[src/rtl/mc_control.sv]
`default_nettype none
// ============================================================================
// Module   : mc_control
// Purpose  : Multi-cycle MIPS control unit sequencing FETCH/DECODE/EXEC/MEM/WB
//            with a parametrised data-memory wait and illegal-opcode handling.
// Revision : 1.0 - initial release
// ============================================================================
module mc_control #(
    parameter int MEM_LAT  = 1,
    parameter bit ILL_HALT = 1'b0
) (
    input  logic       clk,
    input  logic       reset,
    input  logic [5:0] op_code,
    input  logic [5:0] funct,
    input  logic       alu_is0,
    output logic       ir_we,
    output logic       pc_we,
    output logic [2:0] npc_op,
    output logic [2:0] alu_op,
    output logic [1:0] ext_op,
    output logic       grf_we,
    output logic       dm_we,
    output logic [1:0] mux_grf_a3,
    output logic [2:0] mux_grf_wd,
    output logic [1:0] mux_alu_in2,
    output logic [2:0] state,
    output logic       instr_done,
    output logic       illegal
);

    localparam int CW = $clog2(MEM_LAT + 1);
    localparam logic [CW-1:0] c_cnt_last = CW'(MEM_LAT - 1);

    typedef enum logic [2:0] {
        S_FETCH  = 3'd0,
        S_DECODE = 3'd1,
        S_EXEC   = 3'd2,
        S_MEM    = 3'd3,
        S_WB     = 3'd4,
        S_HALT   = 3'd5
    } state_t;

    typedef enum logic [3:0] {
        CL_NOP  = 4'd0,
        CL_ADDU = 4'd1,
        CL_SUBU = 4'd2,
        CL_ORI  = 4'd3,
        CL_LW   = 4'd4,
        CL_SW   = 4'd5,
        CL_BEQ  = 4'd6,
        CL_LUI  = 4'd7,
        CL_JAL  = 4'd8,
        CL_JR   = 4'd9,
        CL_ILL  = 4'd10
    } class_t;

    state_t        r_state;
    class_t        r_class;
    logic [CW-1:0] r_cnt;

    class_t     w_dec;
    logic [2:0] w_alu_op;
    logic [1:0] w_ext_op;
    logic [1:0] w_alu_in2;

    always_comb begin
        w_dec = CL_ILL;
        if (op_code == 6'h00) begin
            case (funct)
                6'h21:   w_dec = CL_ADDU;
                6'h23:   w_dec = CL_SUBU;
                6'h00:   w_dec = CL_NOP;
                6'h08:   w_dec = CL_JR;
                default: w_dec = CL_ILL;
            endcase
        end else begin
            case (op_code)
                6'h0d:   w_dec = CL_ORI;
                6'h23:   w_dec = CL_LW;
                6'h2b:   w_dec = CL_SW;
                6'h04:   w_dec = CL_BEQ;
                6'h0f:   w_dec = CL_LUI;
                6'h03:   w_dec = CL_JAL;
                default: w_dec = CL_ILL;
            endcase
        end
    end

    // ALU/extender selects set up in EXEC and held through MEM and WB
    always_comb begin
        w_alu_op  = 3'b000;
        w_ext_op  = 2'b00;
        w_alu_in2 = 2'b00;
        case (r_class)
            CL_SUBU, CL_BEQ: w_alu_op = 3'b001;
            CL_ORI: begin
                w_alu_op  = 3'b010;
                w_alu_in2 = 2'b01;
            end
            CL_LW, CL_SW: begin
                w_ext_op  = 2'b01;
                w_alu_in2 = 2'b01;
            end
            CL_LUI:  w_ext_op = 2'b10;
            default: ;
        endcase
    end

    always_ff @(posedge clk) begin
        if (reset) begin
            r_state <= S_FETCH;
            r_cnt   <= '0;
            r_class <= CL_NOP;
        end else begin
            case (r_state)
                S_FETCH:  r_state <= S_DECODE;
                S_DECODE: begin
                    r_class <= w_dec;
                    case (w_dec)
                        CL_JAL:         r_state <= S_WB;
                        CL_JR, CL_NOP:  r_state <= S_FETCH;
                        CL_ILL:         r_state <= ILL_HALT ? S_HALT : S_FETCH;
                        default:        r_state <= S_EXEC;
                    endcase
                end
                S_EXEC: begin
                    case (r_class)
                        CL_LW, CL_SW: begin
                            r_cnt   <= '0;
                            r_state <= S_MEM;
                        end
                        CL_BEQ:  r_state <= S_FETCH;
                        default: r_state <= S_WB;
                    endcase
                end
                S_MEM: begin
                    r_cnt <= r_cnt + 1'b1;
                    if (r_cnt == c_cnt_last) begin
                        r_state <= (r_class == CL_LW) ? S_WB : S_FETCH;
                    end
                end
                S_WB:    r_state <= S_FETCH;
                S_HALT:  r_state <= S_HALT;
                default: r_state <= S_FETCH;
            endcase
        end
    end

    always_comb begin
        ir_we       = 1'b0;
        pc_we       = 1'b0;
        npc_op      = 3'b000;
        alu_op      = 3'b000;
        ext_op      = 2'b00;
        grf_we      = 1'b0;
        dm_we       = 1'b0;
        mux_grf_a3  = 2'b00;
        mux_grf_wd  = 3'b000;
        mux_alu_in2 = 2'b00;
        illegal     = 1'b0;
        if (!reset) begin
            case (r_state)
                S_FETCH: ir_we = 1'b1;
                S_DECODE: begin
                    case (w_dec)
                        CL_JR: begin
                            pc_we  = 1'b1;
                            npc_op = 3'b011;
                        end
                        CL_NOP: pc_we = 1'b1;
                        CL_ILL: begin
                            illegal = 1'b1;
                            pc_we   = !ILL_HALT;
                        end
                        default: ;
                    endcase
                end
                S_EXEC: begin
                    alu_op      = w_alu_op;
                    ext_op      = w_ext_op;
                    mux_alu_in2 = w_alu_in2;
                    if (r_class == CL_BEQ) begin
                        pc_we  = 1'b1;
                        npc_op = alu_is0 ? 3'b001 : 3'b000;
                    end
                end
                S_MEM: begin
                    alu_op      = w_alu_op;
                    ext_op      = w_ext_op;
                    mux_alu_in2 = w_alu_in2;
                    // a single store even when the memory wait spans several cycles
                    dm_we       = (r_class == CL_SW) && (r_cnt == '0);
                    pc_we       = (r_class == CL_SW) && (r_cnt == c_cnt_last);
                end
                S_WB: begin
                    alu_op      = w_alu_op;
                    ext_op      = w_ext_op;
                    mux_alu_in2 = w_alu_in2;
                    grf_we      = 1'b1;
                    pc_we       = 1'b1;
                    case (r_class)
                        CL_LW: begin
                            mux_grf_a3 = 2'b01;
                            mux_grf_wd = 3'b001;
                        end
                        CL_LUI: begin
                            mux_grf_a3 = 2'b01;
                            mux_grf_wd = 3'b010;
                        end
                        CL_ORI:  mux_grf_a3 = 2'b01;
                        CL_JAL: begin
                            mux_grf_a3 = 2'b10;
                            mux_grf_wd = 3'b011;
                            npc_op     = 3'b010;
                        end
                        default: ;
                    endcase
                end
                default: ;
            endcase
        end
    end

    assign state      = r_state;
    assign instr_done = pc_we;

endmodule
`default_nettype wire

[config.mk]
export PLATFORM = sky130hd
export DESIGN_NAME = mc_control
export DESIGN_NICKNAME = d
export VERILOG_FILES = /design/src/rtl/mc_control.sv
export SDC_FILE = /design/constraint.sdc
export NUM_CORES = 1
export LEC_CHECK = 0
export BUFFER_PORTS_ARGS = -buffer_cell sky130_fd_sc_hd__buf_2
export CORE_ASPECT_RATIO = 1.4
export CORE_MARGIN = 4
export CORE_UTILIZATION = 40
export DETAILED_ROUTE_END_ITERATION = 12
export HOLD_SLACK_MARGIN = 0.12
export MAX_ROUTING_LAYER = met4
export PLACE_DENSITY_LB_ADDON = 0.25
export SYNTH_ARGS = -nofsm -noshare
export SYNTH_HDL_FRONTEND = slang
export SYNTH_SLANG_ARGS = --single-unit
[constraint.sdc]
create_clock -name clk -period 3.5 [get_ports clk]
set_clock_uncertainty 0.1 [all_clocks]
set_input_delay 0.175 -clock clk [delete_from_list [all_inputs] [get_ports clk]]
set_output_delay 0.175 -clock clk [all_outputs]
set_load 0.005 [all_outputs]
Word-level counts from Yosys, hierarchy flattened. Cells that the tools add are included. W data, S select, Z words.

Input port bits: 15. Register bits: 8. Output and inout port bits: 24.

Bitwise logic cells: 1. Add/sub/neg operators: 1. Eq/ne operators: 26. Reduce and logical (&&, ||, !) cells: 13. Muxes and demuxes: 44.

Operator list (number): $eq A6 B6 Y1 const B (4); $pmux W4 S6 (1); $mux W2 (11); $eq A6 B4 Y1 const B (3); $eq A4 B3 Y1 const B (4); $eq A4 B4 Y1 const B (4); $mux W1 (16); $pmux W4 S4 (1); $pmux W3 S5 (1); $logic_not A6 Y1 (2); $mux W3 (4); $pmux W2 S2 (3); $pmux W2 S3 (2); $pmux W3 S2 (2); $reduce_or A3 Y1 (4); $eq A4 B2 Y1 const B (2); $eq A3 B2 Y1 const B (2); $eq A3 B3 Y1 const B (2); $eq A6 B2 Y1 const B (1); $eq A6 B3 Y1 const B (1); $logic_not A4 Y1 (1); $mux W4 (1); $pmux W1 S4 (1); $reduce_or A2 Y1 (2); other kinds (10) (10).

Logic depth before layout (Yosys ltp). Gate-level depths: netlist of the first run.

Depth after elaboration: 8. Mapped depth: 8. Gate-level depth less buffers: 5.

Worst setup path after synthesis of the first run. OpenSTA, ideal clock, no wires.

Kind: reg2out. From: register r_state[0] (netlist: state[0]). To: output port pc_we. Path buffers: 2. Slack: 1708 ps. Required time: 3225 ps. Arrival time: 1517 ps. Stages on the path, launching flop included: 8. Path through: dfxtp_1 > buf_6 > nor3b_4 > nand2_1 > nor3_1 > nand4_1 > nand4b_1 > buf_4.

Longest elaborated chain between the ends: 3.

Ends and longest elaborated chain: start: declaration (line 58) `state_t r_state;`; start signal: assignment (line 123) `CL_ILL: r_state <= ILL_HALT ? S_HALT : S_FETCH;`; start signal: assignment (line 140) `r_state <= (r_class == CL_LW) ? S_WB : S_FETCH;`; $eq A3 B3 Y1 (tied with other cells) (line 163) `case (r_state)`; $pmux W1 S4 (*) (line 163); $mux W1 (*) (line 162) `if (!reset) begin`; end: declaration (line 18) `output logic pc_we,`.

Mark *: on every way between the ends. The rest lies on a longest branch, timed or not.

Worst setup path in the final report of the first run. Same ends and word-level chain as after synthesis.

==> reports/results.tsv, run 1 <==
stage	metric	value	unit
status	violations	DRC	
route	drt_iter0_markers	27	
critical_path	path_cells	nor3b_4 > nand2_1 > nor3_1 > nand4_1 > nand4b_1 > buf_2	
timing	final.period_utilization	0.664	
worst_hold_path	hp-class	in -> reg	
clocking	numCtsBuffers	3	
critical_path	crit_family	simple AND/OR/NAND/NOR gates	
timing	finalMaxSlewViolations	0	
critical_path	r2r.worst_path.cells	5	
synthesis	synth_top_family_by_area	simple AND/OR/NAND/NOR gates	
clocking	holdBufCountCts	0	
route	dr_wl_met3	150	um
place	place_congestion	0.909	
synthesis	yosysWarnings	0	
synthesis	synth_compound_area_frac	0.260	
route	viasPerCell	5.47	
synthesis	async_flop_share	0	
finish	final_nets	183	
floorplanning	ioPinCount	39	
route	first_pass_iters	8	
floorplanning	core_area	0.00242	mm2
grt	grt_max_degree	16	
critical_path	crit_path_top_delay_cell	dfxtp_1	
floorplanning	start_util	0.423	
route	drt-total-wl	2650	um
route	m1WireLength	1090	um
timing	relSlewSlack	0.638	
finish	layout-drive-gt1-share	0.343	
critical_path	startpoint_type	register	
critical_path	timing.rr.end	state[2]	
synthesis	synth_top_flop_cell	dfxtp_1	
floorplanning	floorplan.rows	21	
timing	setup-violations-final	0	
route	drc	1	
critical_path	worstSetupEndpointType	output pin	
grt	grt_pass1_vias	1053	
grt	grt-ovfl-total	0	
timing	fmax	430	MHz
route	dr.max_layer_used	met4	
clocking	cts_root_buf	clkbuf_4	
worst_hold_path	holdPathEnd	r_cnt	
floorplanning	die_h	67.9	um
critical_path	critical_path_required	3.22	ns
critical_path	critPathBufInv	1	
critical_path	cp_slowest_stage_delay	0.51	ns
worst_hold_path	min-delay-start	reset	
pwr	power_density	211	mW/mm2
clocking	clkSlewWorstSetupHoldPaths	0.06	ns
synthesis	seq_area_frac_synth	0.156	
grt	grt_pass1_wl	4410	um
synthesis	yosys.area_share.simple	0.455	
grt	antenna_found_initial	0	
synthesis	avgSynthCellArea	7.53	um2
timing	period_needed	2.32	ns
synthesis	synth_cell_type_count	52	
timing	setup-tns-final	0	ns
synthesis	postSynthCellCount	136	
finish	diodes	0	
flow_run	cap_violations	0	
worst_hold_path	hold_depth	2	
synthesis	ys_ff_latch	8	
clocking	clk_latency	0.25	ns
clocking	postCtsSetupBuffers	0	
critical_path	arrival	2.05	ns
clocking	clock-sinks	8	
pwr	irDropWorstVdd	0.0883	mV
clocking	clockBufferDepth	2	
synthesis	syn_area	0.00102	mm2
timing	tightest_slew	0.542	ns
pwr	p_leak	0.495	nW
finish	area_growth	16.0	%
synthesis	netlist_top_cells_count	17 x nor2_1, 13 x nand2_1, 9 x a21oi_1, 9 x inv_1	
synthesis	synth_top_cells_by_area	dfxtp_1 16%, nor2_1 6.2%, nand2_1 4.8%, a21oi_1 4.4%, buf_4 4.4%	
synthesis	synthAdderAreaFrac	0	
route	wl_per_cell	13.3	um
timing	rsz0062_at_grt	no	
floorplanning	die_w	50.8	um
status	status	complete, but fails checks	
critical_path	critPathMaxFanout	11	
route	routed-via-count	1094	
clocking	cts_tree	yes	
place	dp_hpwl	2200	um
synthesis	synth_top_area_frac	0.156	
critical_path	reg2reg_from	state[1]	
synthesis	muxShareOfSynthArea	0.0110	
critical_path	rrSetupSlack	1.76	ns
floorplanning	die_area	0.00344	mm2
pwr	p_total	0.251	mW
clocking	cts_resized	0	
synthesis	synth_area_leader_cell	dfxtp_1	
critical_path	critical_path_class	reg -> out	
grt	grt_usage	0.166	
route	route.met2.wl	1350	um
synthesis	synth-edff-count	0	
synthesis	synth_most_common_cell	nor2_1	
place	portBuffers	34	
synthesis	synthXorXnorAreaFrac	0	
route	postRouteAntennaNets	0	
clocking	htreeDepth	1	
timing	finalHoldViolCount	0	
## how the worst max path moves through the flow
stage	from	endpoint	slack [ns]	cells after the start
floorplan	state[0]	pc_we	1.71	7
global placement	state[0]	pc_we	1.57	6
detailed placement	state[0]	instr_done	1.46	6
CTS	state[0]	instr_done	1.18	6
global route	state[0]	pc_we	0.99	6
finish	state[0]	pc_we	1.18	6
## power by group
group          total, mW  internal [mW]  switching [mW]
registers          0.105         0.0957         0.00896
clock network     0.0710         0.0393          0.0318
logic             0.0754         0.0311          0.0443
total              0.251          0.166          0.0850
## layout make-up
| type | instances | area [um2] |
|---|---|---|
| well taps | 34 | 42.5 |
| multi-input cells | 112 | 758 |
| inverters | 9 | 33.8 |
| fillers | 259 | 1230 |
| flip-flops and latches | 8 | 160 |
| clock buffers | 3 | 22.5 |
| repair buffers | 34 | 170 |
## registers in the layout, indices dropped and copies added, names as in the netlist
name	flops
r_class	4
state	3
r_cnt	1
## cell usage in the layout (no fill, tap or decap), drive strengths merged, types with 4 or more instances in the layout
cell type  count
nor4           4
o21ai          8
nor2          17
buf           34
nor3           9
a21oi          9
nand2         14
dfxtp          8
inv            9
conb           4
nand3          6
## metrics by stage
step / utilization / hold WS (ns) / instances / setup WS (ns) / cell area [um2]
final: 0.491 / 0.171 / 200 / 1.18 / 1190
after global routing: 0.491 / 0.189 / 200 / 0.993 / 1190
after CTS: 0.491 / 0.176 / 200 / 1.18 / 1190
after detailed placement: 0.482 / 0.432 / 197 / 1.46 / 1160
after global placement: 0.482 / 0.424 / 197 / 1.57 / 1160
after floorplan: - / 0.246 / 139 / 1.71 / 1030
## metal layers
| layer | track usage | vias to the layer above |
|---|---|---|
| li1 | - | 554 |
| met1 | 0.177 | 483 |
| met2 | 0.319 | 51 |
| met3 | 0.00871 | 6 |
| met4 | 0.0673 | 0 |
| met5 | - | - |
## logic make-up (layout without fill, tap and decap cells)
kind of cell | after synthesis | after routing
other | 1 | 4
and+or+nand+nor | 74 | 74
muxes | 1 | 1
buffers and inverters | 19 | 46
DFF | 8 | 8
AOI/OAI and AO/OA | 33 | 33
Power figures use the tool's default switching activity.
==> run 2: changes to the inputs <==
--- a/config.mk
+++ b/config.mk
@@ -5,6 +5,7 @@
 export SDC_FILE = /design/constraint.sdc
 export NUM_CORES = 1
 export LEC_CHECK = 0
+export ABC_AREA = 1
 export BUFFER_PORTS_ARGS = -buffer_cell sky130_fd_sc_hd__buf_2
 export CORE_ASPECT_RATIO = 1.4
 export CORE_MARGIN = 4
==> constraint.sdc (replaced) <==
create_clock -name clk -period 1.9 [get_ports clk]
set_clock_uncertainty 0.1 [all_clocks]
set_input_delay 0.095 -clock clk [delete_from_list [all_inputs] [get_ports clk]]
set_output_delay 0.095 -clock clk [all_outputs]
set_load 0.005 [all_outputs]
==> run 2 against run 1 <==
Register-to-register slack worse by 1.3 ns. Setup slack got worse by 1.1 ns. Die area fell by 5.6%. Routed wire length shrank 11%. Global-route usage down 1.0 points. Largest cell class unchanged. The run now ends clean.
==> reports/results.tsv, run 2 <==
stage	metric	value	unit	change
synthesis	synthAdderAreaFrac	0		unchanged
timing	period_needed	1.79	ns	
synthesis	muxShareOfSynthArea	0		-0.0110
floorplanning	die_w	49.3	um	-2.8%
route	first_pass_iters	4		-4
critical_path	critPathMaxFanout	7		-4
grt	antenna_found_initial	0		unchanged
status	status	completed		
worst_hold_path	holdPathEnd	r_class[3]		
place	place_congestion	0.876		-3.6%
floorplanning	floorplan.rows	20		-4.8%
finish	diodes	0		unchanged
synthesis	avgSynthCellArea	5.73	um2	-24%
synthesis	seq_area_frac_synth	0.167		+0.0108
grt	top_usage_layer	met2		
pwr	p_leak	0.647	nW	+31%
critical_path	rrSetupSlack	0.47	ns	-1.29 ns
clocking	clock-sinks	8		unchanged
synthesis	synth_top_cells_by_area	dfxtp_1 17%, nand2_1 12%, inv_1 11%, nor2_1 11%, nand3_1 6.3%		
floorplanning	die_h	65.9	um	-2.9%
timing	finalHoldViolCount	0		unchanged
synthesis	synth_area_leader_cell	dfxtp_1		
pwr	power_density	397	mW/mm2	+88%
critical_path	startpoint	r_class[3]		
synthesis	synth_most_common_cell	nand2_1		
synthesis	synthXorXnorAreaFrac	0		unchanged
synthesis	synth-edff-count	0		unchanged
finish	fin_area	0.00118	mm2	-0.74%
finish	top_register	r_class		
timing	rsz0062_at_grt	no		
place	dpl_cell_area	0.00112	mm2	-3.8%
grt	grt_usage	0.156		-0.0103
critical_path	startpoint_type	register		
grt	grt-ovfl-total	0		unchanged
critical_path	reg2reg_from	r_class[3]		
route	viasPerCell	4.93		-9.8%
critical_path	critical_path_required	1.70	ns	-1.52 ns
synthesis	synth_compound_area_frac	0.148		-0.113
grt	grt_max_degree	10		-6
timing	fmax	559	MHz	
route	drt_iter0_markers	19		-30%
finish	layout-drive-gt1-share	0.310		-0.0330
route	drc	0		-1
grt	use_met1	0.154		-0.0231
flow_run	cap_violations	0		unchanged
timing	setup-violations-final	0		unchanged
route	postRouteAntennaNets	0		unchanged
finish	final_nets	220		+20%
grt	grt_pass1_vias	1049		-0.38%
finish	layout_common_cells	34 x buf_2, 29 x inv_1, 29 x nand2_1, 28 x nor2_1, 12 x nand3_1		
synthesis	ys_ff_latch	8		unchanged
clocking	cts_root_buf	clkbuf_4		
grt	use_met3	0.00226		-0.00646
clocking	clockBufferDepth	2		unchanged
synthesis	async_flop_share	0		unchanged
clocking	clkSlewWorstSetupHoldPaths	0.05	ns	about the same
critical_path	r2r.worst_path.cells	5		unchanged
worst_hold_path	hp-class	in -> reg		
synthesis	yosys.area_share.simple	0.508		+0.0537
clocking	cts_tree	yes		
synthesis	yosysWarnings	0		unchanged
floorplanning	die_area	0.00325	mm2	-5.6%
critical_path	critical_path_class	reg -> out		
clocking	clk_latency	0.25	ns	about the same
place	dp_hpwl	2000	um	-8.8%
synthesis	synth_cell_type_count	28		-46%
synthesis	syn_area	957	um2	-6.5%
finish	area_growth	23.1	%	
finish	mostFrequentLayoutCell	buf_2		
timing	setup-tns-final	0	ns	unchanged
route	routed-via-count	1110		+1.5%
timing	finalMaxSlewViolations	0		unchanged
finish	largest_register_ffs	4		unchanged
synthesis	netlist_top_cells_count	31 x nand2_1, 29 x inv_1, 28 x nor2_1		
floorplanning	start_util	0.430		+0.00638
pwr	irDropWorstVdd	0.159	mV	+80%
critical_path	timing.rr.end	state[2]		
critical_path	worstSetupEndpointType	output pin		
grt	grt_pass1_wl	4020	um	-8.8%
clocking	htreeDepth	1		unchanged
synthesis	synth_top_area_frac	0.167		+0.0108
floorplanning	ioPinCount	39		unchanged
worst_hold_path	hold_depth	6		+4
synthesis	synth_top_family_by_area	simple AND/OR/NAND/NOR gates		
place	portBuffers	34		unchanged
route	wl_per_cell	10.5	um	-21%
worst_hold_path	min-delay-start	funct[0]		
clocking	numCtsBuffers	3		unchanged
finish	fillers	243		-6.2%
grt	use_met2	0.310		-0.00822
floorplanning	core_area	0.00223	mm2	-7.9%
route	drt-total-wl	2370	um	-11%
critical_path	arrival	1.59	ns	-0.46 ns
synthesis	synth_top_flop_cell	dfxtp_1		
timing	final.period_utilization	0.942		
synthesis	postSynthCellCount	167		+23%
[run 2: worst max-delay path by stage]
stage                 endpoint  slack (ns)
finish              instr_done        0.11
global route        instr_done        0.02
CTS                 instr_done        0.02
detailed placement  instr_done        0.31
global placement         pc_we        0.33
floorplan                pc_we        0.37
[run 2: critical path, cell delays in order, from the launching register on]
cell and delay (ns):
dfxtp_1 0.38, nor2_4 0.18, nand2_2 0.10, nor4_2 0.27, nor3_1 0.11, a21oi_2 0.17, buf_2 0.13
[run 2: final cells by class]
cell class | instances | area [um2] | area share
clock buffer | 3 | 22.5 | 0.0191
multi-input combinational | 124 | 659 | 0.559
inverter | 32 | 120 | 0.102
tap | 22 | 27.5 | 0.0234
sequential | 8 | 161 | 0.137
timing repair buffer | 36 | 188 | 0.159
[run 2: power breakdown]
group / switching (mW) / internal, mW / leakage, nW
registers: 0.0144 / 0.179 / 0.0662
clock network: 0.0528 / 0.0719 / 0.0138
logic: 0.0963 / 0.0534 / 0.567
[run 2: logic make-up (layout without fill, tap and decap cells)]
family,count (synthesis),after routing
DFF,8,8
other,1,4
buffers and inverters,38,71
AOI/OAI and AO/OA,24,24
and+or+nand+nor,96,96
[run 2: metrics by stage]
| stage | utilization | setup WS (ns) | power [mW] | hold slack (ns) | instances |
|---|---|---|---|---|---|
| 4_1_cts | 0.518 | 0.0189 | 0.467 | 0.251 | 224 |
| 2_1_floorplan | - | 0.372 | 0.298 | 0.197 | 170 |
| 3_5_place_dp | 0.503 | 0.307 | 0.340 | 0.322 | 220 |
| 6_report | 0.529 | 0.110 | 0.468 | 0.257 | 225 |
| 5_1_grt | 0.529 | 0.0227 | 0.501 | 0.338 | 225 |
| 3_3_place_gp | 0.503 | 0.329 | 0.337 | 0.316 | 220 |
[run 2: repair_timing]
item                                    CTS  global route
hold buffers                              1             0
setup buffers                             0             1
endpoints found under the setup margin    0            11
hold endpoints to repair                  2             0
gates resized for setup                   0             6
[run 2: per-layer routing]
| layer | routed length, um | share of wire | vias up |
|---|---|---|---|
| met3 | 125 | 0.053 | 4 |
| met5 | 0 | 0 | - |
| met4 | 48 | 0.020 | 0 |
| met2 | 1230 | 0.52 | 33 |
| met1 | 964 | 0.41 | 476 |
| li1 | - | - | 597 |
==> run 3: changes to the inputs <==
--- a/config.mk
+++ b/config.mk
@@ -9,7 +9,7 @@
 export BUFFER_PORTS_ARGS = -buffer_cell sky130_fd_sc_hd__buf_2
 export CORE_ASPECT_RATIO = 1.4
 export CORE_MARGIN = 4
-export CORE_UTILIZATION = 40
+export CORE_UTILIZATION = 43
 export DETAILED_ROUTE_END_ITERATION = 12
 export HOLD_SLACK_MARGIN = 0.12
 export MAX_ROUTING_LAYER = met4
==> run 3 against run 2 <==
Setup slack gained 0.018 ns. Combinational power about the same. Routed wire length down 1.1%. Sequential share of layout area hardly changed. Sequential power barely moved. First-iteration DRC count grew 11%. Register-to-register slack worse by 0.07 ns. Cell count shrank 0.44%. Fmax is 1.0% higher. Final area down 0.32%. Via count grew 2.0%. Die area fell by 6.0%. Largest power group unchanged.
==> reports/results.tsv, run 3 (synthesized netlist as in run 2, its figures left out) <==
stage	metric	value	unit	change
floorplanning	start_util	0.468		+0.0384
timing	final.period_utilization	0.932		-0.00962
timing	setup_ws	0.129	ns	+0.0183 ns
floorplanning	core_area	0.00204	mm2	-8.2%
critical_path	cp_slowest_stage_delay	0.38	ns	about the same
critical_path	startpoint_type	register		
timing	setup-tns-final	0	ns	unchanged
timing	period_needed	1.77	ns	-0.0183 ns
timing	tightest_slew	0.468	ns	
floorplanning	floorplan.rows	19		-5.0%
route	postRouteAntennaNets	0		unchanged
flow_run	cap_violations	0		unchanged
critical_path	crit_path_top_delay_cell	dfxtp_1		
grt	grt_pass1_vias	951		-9.3%
critical_path	path_cells	nor2_4 > nand2_2 > nor4_2 > buf_4 > inv_1 > nor2_1 > buf_2		
pwr	irDropWorstVdd	0.265	mV	+67%
place	portBuffers	34		unchanged
critical_path	startpoint	r_class[3]		
grt	antenna_found_initial	0		unchanged
status	status	completed		
critical_path	crit_cells	7		+1
place	place_ws	0.286	ns	-0.0206 ns
grt	grt-ovfl-total	0		unchanged
finish	diodes	0		unchanged
place	dp_hpwl	1990	um	-0.50%
clocking	clockBufferDepth	2		unchanged
critical_path	arrival	1.58	ns	about the same
finish	area_growth	22.7	%	
clocking	clock-sinks	8		unchanged
clocking	numCtsBuffers	3		unchanged
finish	largest_register_ffs	4		unchanged
route	drt_iter0_markers	21		+2
finish	fin_area	0.00117	mm2	-0.32%
place	dpl_cell_area	0.00112	mm2	-0.11%
finish	final_nets	220		unchanged
route	routed-via-count	1132		+2.0%
grt	grt_usage	0.170		+0.0147
finish	top_register	r_class		
pwr	power_density	400	mW/mm2	+0.70%
critical_path	critPathMaxFanout	7		unchanged
place	place_congestion	0.886		+1.1%
route	first_pass_iters	4		unchanged
critical_path	critPathBufInv	3		+2
clocking	cts_tree	yes		
timing	fmax	565	MHz	+1.0%
critical_path	rrSetupSlack	0.40	ns	-0.07 ns
route	drc	0		unchanged
floorplanning	die_w	47.9	um	-3.0%
clocking	cts_root_buf	clkbuf_4		
grt	grt_pass1_wl	3770	um	-6.2%
floorplanning	ioPinCount	39		unchanged
clocking	htreeDepth	1		unchanged
timing	finalHoldViolCount	0		unchanged
finish	layout-drive-gt1-share	0.305		-0.00493
floorplanning	die_h	63.8	um	-3.1%
critical_path	critical_path_required	1.70	ns	about the same
pwr	p_leak	0.647	nW	about the same
critical_path	worstSetupEndpointType	output pin		
critical_path	timing.rr.end	state[2]		
clocking	clkSlewWorstSetupHoldPaths	0.05	ns	about the same
worst_hold_path	hp-class	in -> reg		
critical_path	critical_path_class	reg -> out		
route	drt-total-wl	2340	um	-1.1%
clocking	clk_latency	0.25	ns	about the same
critical_path	crit_family	simple AND/OR/NAND/NOR gates		
finish	layout_common_cells	34 x buf_2, 30 x nand2_1, 29 x inv_1, 28 x nor2_1, 12 x nand3_1		
finish	mostFrequentLayoutCell	buf_2		
critical_path	r2r.worst_path.cells	5		unchanged
timing	rsz0062_at_grt	no		
floorplanning	die_area	0.00306	mm2	-6.0%
grt	grt_max_degree	10		unchanged
route	wl_per_cell	10.4	um	-0.62%
timing	relSlewSlack	0.680		
timing	finalMaxSlewViolations	0		unchanged
critical_path	reg2reg_from	state[1]		
route	viasPerCell	5.05		+2.4%
critical_path	endpoint	dm_we		
timing	setup-violations-final	0		unchanged
run 3: changes by cell type in the layout (fill, tap and decap cells not counted):
cell	change
nand2_1	+1
nand2_2	-1
run 3: timing repair:
| item | in CTS | in global routing |
|---|---|---|
| setup buffers | 0 | 1 |
| endpoints found under the hold margin | 2 | 0 |
| hold buffers | 1 | 0 |
| endpoints found under the setup margin | 0 | 8 |
| resized for setup | 0 | 5 |
run 3: worst min path at each step:
| stage | startpoint | endpoint | slack (ns) | cells past startpoint |
|---|---|---|---|---|
| after floorplan | alu_is0 | npc_op[0] | 0.20 | 2 |
| after global placement | reset | r_cnt | 0.32 | 2 |
| after detailed placement | reset | r_cnt | 0.32 | 2 |
| after CTS | funct[0] | r_class[3] | 0.25 | 6 |
| after global routing | funct[0] | r_class[3] | 0.30 | 6 |
| final | funct[0] | r_class[3] | 0.24 | 6 |
run 3: final cells by class:
type | instances | area [um2]
sequential | 8 | 161
fill | 218 | 870
timing repair buffer | 36 | 188
clock buffer | 3 | 22.5
multi-input combinational | 124 | 657
inverter | 32 | 120
tap | 21 | 26.3
run 3: tightest hold or removal path, stage by stage:
cell     delay (ns)
buf_2          0.11
nand3_1        0.07
nand2_1        0.07
nand2_1        0.05
nand2_2        0.09
a21oi_1        0.06
run 3: power breakdown:
group          switching [mW]  internal, mW
Clock                  0.0549        0.0721
Combinational          0.0968        0.0529
Sequential             0.0140         0.179
run 3: per-layer routing:
metal | part of all wire | vias up | track usage
met3 | 0.072 | 7 | 0.0169
met2 | 0.51 | 44 | 0.281
li1 | - | 600 | -
met5 | 0 | - | -
met4 | 0.032 | 0 | 0.101
met1 | 0.38 | 481 | 0.184
run 3: stage by stage:
step,hold slack [ns],cells,total power [mW],util
after floorplan,0.197,170,0.298,-
after global placement,0.320,219,0.337,0.548
after detailed placement,0.315,219,0.340,0.548
after CTS,0.248,223,0.467,0.564
after global routing,0.304,224,0.511,0.575
final,0.244,224,0.470,0.575
